File: src/rtl/fifo_read_arbiter.sv
// fifo_read_arbiter: shares one prefetch FIFO read port among three decode clients
// using fixed-priority ownership with direct handoff, flush abort and a saturating byte count.
module fifo_read_arbiter (
    input  logic       clk,
    input  logic       reset_n,
    input  logic [2:0] req,
    input  logic [2:0] client_rd_en,
    output logic [2:0] client_empty,
    output logic [2:0] grant,
    output logic       fifo_rd_en,
    input  logic       fifo_empty,
    input  logic       flush,
    output logic       busy,
    output logic [3:0] bytes_read
);
    typedef enum logic {IDLE, OWNED} state_e;
    state_e     state_q, state_d;
    logic [2:0] grant_q, grant_d, cand, pick;
    logic [3:0] bytes_q, bytes_d, bytes_inc;
    assign fifo_rd_en   = |(client_rd_en & grant_q) & ~fifo_empty & ~flush;
    assign bytes_inc    = (fifo_rd_en && bytes_q != 4'd15) ? bytes_q + 4'd1 : bytes_q;
    // the releasing owner is masked so a handoff always goes to someone else
    assign cand         = (state_q == OWNED) ? req & ~grant_q : req;
    assign pick         = cand & (~cand + 3'd1);
    assign grant        = grant_q;
    assign busy         = |grant_q;
    assign bytes_read   = bytes_q;
    assign client_empty = ~grant_q | {3{fifo_empty}};
    always_comb begin
        state_d = state_q;
        grant_d = grant_q;
        bytes_d = bytes_inc;
        if (flush) begin
            state_d = IDLE;
            grant_d = '0;
            bytes_d = '0;
        end else if (state_q == IDLE || !(|(req & grant_q))) begin
            state_d = (|cand) ? OWNED : IDLE;
            grant_d = pick;
            bytes_d = (|cand) ? 4'd0 : bytes_inc;
        end
    end
    always_ff @(posedge clk or negedge reset_n) begin
        if (!reset_n) begin
            state_q <= IDLE;
            grant_q <= '0;
            bytes_q <= '0;
        end else begin
            state_q <= state_d;
            grant_q <= grant_d;
            bytes_q <= bytes_d;
        end
    end
endmodule

File: config.mk
export PLATFORM = sky130hd
export DESIGN_NAME = fifo_read_arbiter
export DESIGN_NICKNAME = d
export VERILOG_FILES = /design/src/rtl/fifo_read_arbiter.sv
export SDC_FILE = /design/constraint.sdc
export NUM_CORES = 1
export LEC_CHECK = 0
export BUFFER_PORTS_ARGS = -buffer_cell sky130_fd_sc_hd__buf_2
export CAP_MARGIN = 20
export CORE_AREA = 2 2 39 41
export CTS_CLUSTER_DIAMETER = 80
export DETAILED_ROUTE_END_ITERATION = 8
export DIE_AREA = 0 0 41 43
export HOLD_SLACK_MARGIN = 0.05
export PLACE_DENSITY = 0.81
export RECOVER_POWER = 50
export SYNTH_ARGS = -nofsm -noshare
export SYNTH_HDL_FRONTEND = slang
export SYNTH_SLANG_ARGS = --single-unit
File: constraint.sdc
create_clock -name clk -period 3.55 [get_ports clk]
set_clock_uncertainty 0.15 [all_clocks]
set_input_delay 0.355 -clock clk [delete_from_list [all_inputs] [get_ports clk]]
set_output_delay 0.355 -clock clk [all_outputs]
set_load 0.01 [all_outputs]
==> run_results.csv <==
group,metric,value,unit
outcome,outcome,"complete, no violations",
detailed_routing,drtIter0Drc,11,
placement,place_congestion,0.689,
synthesis,ys_types,34,
detailed_routing,drt_pass1_iterations,4,
timing,maxSlewHeadroom,0.672,
timing,setup_tns,0,ps
power,leakage,0.295,nW
timing,fmax,0.494,GHz
final_layout,drive_gt1_frac,0.321,
detailed_routing,via_per_inst,5.64,
synthesis,ys_top_cells_by_area,"dfrtp_1 35%, buf_6 5.9%, nand2_1 4.0%",
synthesis,syn_nets,70,
global_routing,grt_antenna_before_repair,0,
floorplan,initial_core_util,0.411,
placement,io_buffers,21,
detailed_routing,vias,547,
setup_path,critPathLaunchType,"register",
setup_path,cp.buffers_inverters,1,
setup_path,crit_arrival,1520,ps
timing,worst_slew_pin_slew,492,ps
synthesis,synth_edf_count,0,
placement,dp.cells,93,
final_layout,post-route-cell-area,686,um^2
final_layout,antenna_cells,0,
floorplan,die_y,43,um
detailed_routing,wl,1170,um
final_layout,nets,94,
global_routing,track_usage,0.163,
synthesis,dominantRegCellSynth,"dfrtp_1",
setup_path,end_kind,"output pin",
setup_path,path_delay_family,"compound AO/OA/AOI/OAI gates",
cts,cts_sinks,8,
placement,pre_cts_slack,1790,ps
power,ir_worst_vdd,0.113,mV
global_routing,overflow,0,
timing,min_period,2020,ps
global_routing,grt_max_degree,12,
placement,dpl_cell_area,661,um^2
floorplan,die_w,41,um
global_routing,grt_pass1_vias,487,
final_layout,finish.cell_count_without_fillers,97,
synthesis,async_flop_share,1.00,
timing,post-route-worst-setup-slack,1530,ps
floorplan,num_rows,14,
cts,cts_resized,0,
synthesis,synth_top_area_cell,"dfrtp_1",
synthesis,synth.most_common_cell,"dfrtp_1",
detailed_routing,drtAntennaViolNets,0,
cts,numCtsBuffers,3,
cts,clock_latency,250,ps
synthesis,synth-seq-cells,8,
floorplan,io_pins,22,
synthesis,synthCells,59,
setup_path,cp_slowest_cell,"a222oi_1",
cts,clockBufferDepth,2,
timing,finalSetupViolCount,0,
detailed_routing,drc,0,
setup_path,r2r_slack,1830,ps
timing,rsz0062_at_grt,"no",
setup_path,cp_slowest_stage_delay,520,ps
detailed_routing,wl_per_cell,12.1,um
final_layout,final_util,0.495,
floorplan,dieArea,1760,um^2
cts,htreeDepth,1,
global_routing,grt_pass1_wl,1880,um
synthesis,synth_top_area_frac,0.352,
placement,place_hpwl,915,um
setup_path,path_cells,"a222oi_1, nor3_2, buf_2",
floorplan,coreArea,1380,um^2
power,power.density,299,nW/um^2
synthesis,synth.avg_cell_area,9.65,um^2
cts,clk_pin_slew,50,ps
setup_path,crit_fanout,8,
final_layout,area_delta_synth_final,20.4,%
synthesis,ys_seq_area_frac,0.352,
synthesis,synth_common_cells,"8 x dfrtp_1, 6 x nand2_1, 4 x a21oi_1, 4 x nor2_1, 3 x buf_6",
setup_path,critical_path_class,"reg2out",
power,totalPowerFinal,0.205,mW
cts,cts_tree,"done",
timing,hold_ws,248,ps
synthesis,yosysWarnings,0,
cts,clock_tree.root_cell,"clkbuf_4",
timing,hold_viol_final,0,
timing,fin_crit_sh,0.570,
synthesis,netlist_area,569,um^2
run,drv_cap,0,
setup_path,required,3040,ps
timing,slew_violations,0,
worst_hold_path,hold_class,"in2reg",
==> what timing repair did <==
action | CTS | global route
endpoints found under the hold margin | 8 | 0
hold buffers | 1 | 0
setup buffers | 0 | 0
==> sequential cells by signal, summed over array words and instances (netlist names) <==
signal	flops
bytes_read	4
grant	3
state_q	1
==> cell families (layout without fill, tap and decap cells) <==
group / after synthesis / after routing / synth area share
simple gates: 24 / 24 / 0.259
compound gates: 19 / 19 / 0.262
flops: 8 / 8 / 0.352
buf+inv: 5 / 27 / 0.0725
fa+ha+maj: 1 / 1 / 0.0220
xor+xnor: 1 / 1 / 0.0154
mux: 1 / 1 / 0.0176
==> report_power, final <==
part | internal (mW) | switching (mW)
combinational | 0.0169 | 0.0192
clock | 0.0387 | 0.0308
sequential | 0.0938 | 0.00589
==> metal layers <==
metal / global-route usage / wire length (um) / vias up
li1: - / - / 274
met1: 0.175 / 494 / 253
met2: 0.253 / 580 / 16
met3: 0.0314 / 64 / 4
met4: 0.140 / 32 / 0
met5: 0 / 0 / -
==> cell usage in the layout, fill, tap and decap left out, drive strengths merged, types with 2 or more instances in the layout <==
master,count
buf,15
clkbuf,9
dfrtp,8
nand2,6
a21oi,4
nor2,4
nor3,2
inv,2
a21boi,2
a221oi,2
or2b,2
a211oi,2
==> layout make-up <==
cell class	instances	area [um^2]
multi-input cells	46	328
well taps	16	20.0
flip-flops and latches	8	200
inverters	2	7.51
repair buffers	22	108
clock buffers	3	22.5
fillers	130	698
==> worst paths after layout <==
kind	from	cells past startpoint	endpoint
max reg2reg	grant[0]	4	bytes_read[3]
max in group asynchronous	reset_n	2	bytes_read[2]
max	grant[0]	3	fifo_rd_en
min reg2reg	bytes_read[3]	1	bytes_read[3]
min	flush	2	state_q
min in group asynchronous	reset_n	2	bytes_read[3]
(Power assumes the default switching activity.)
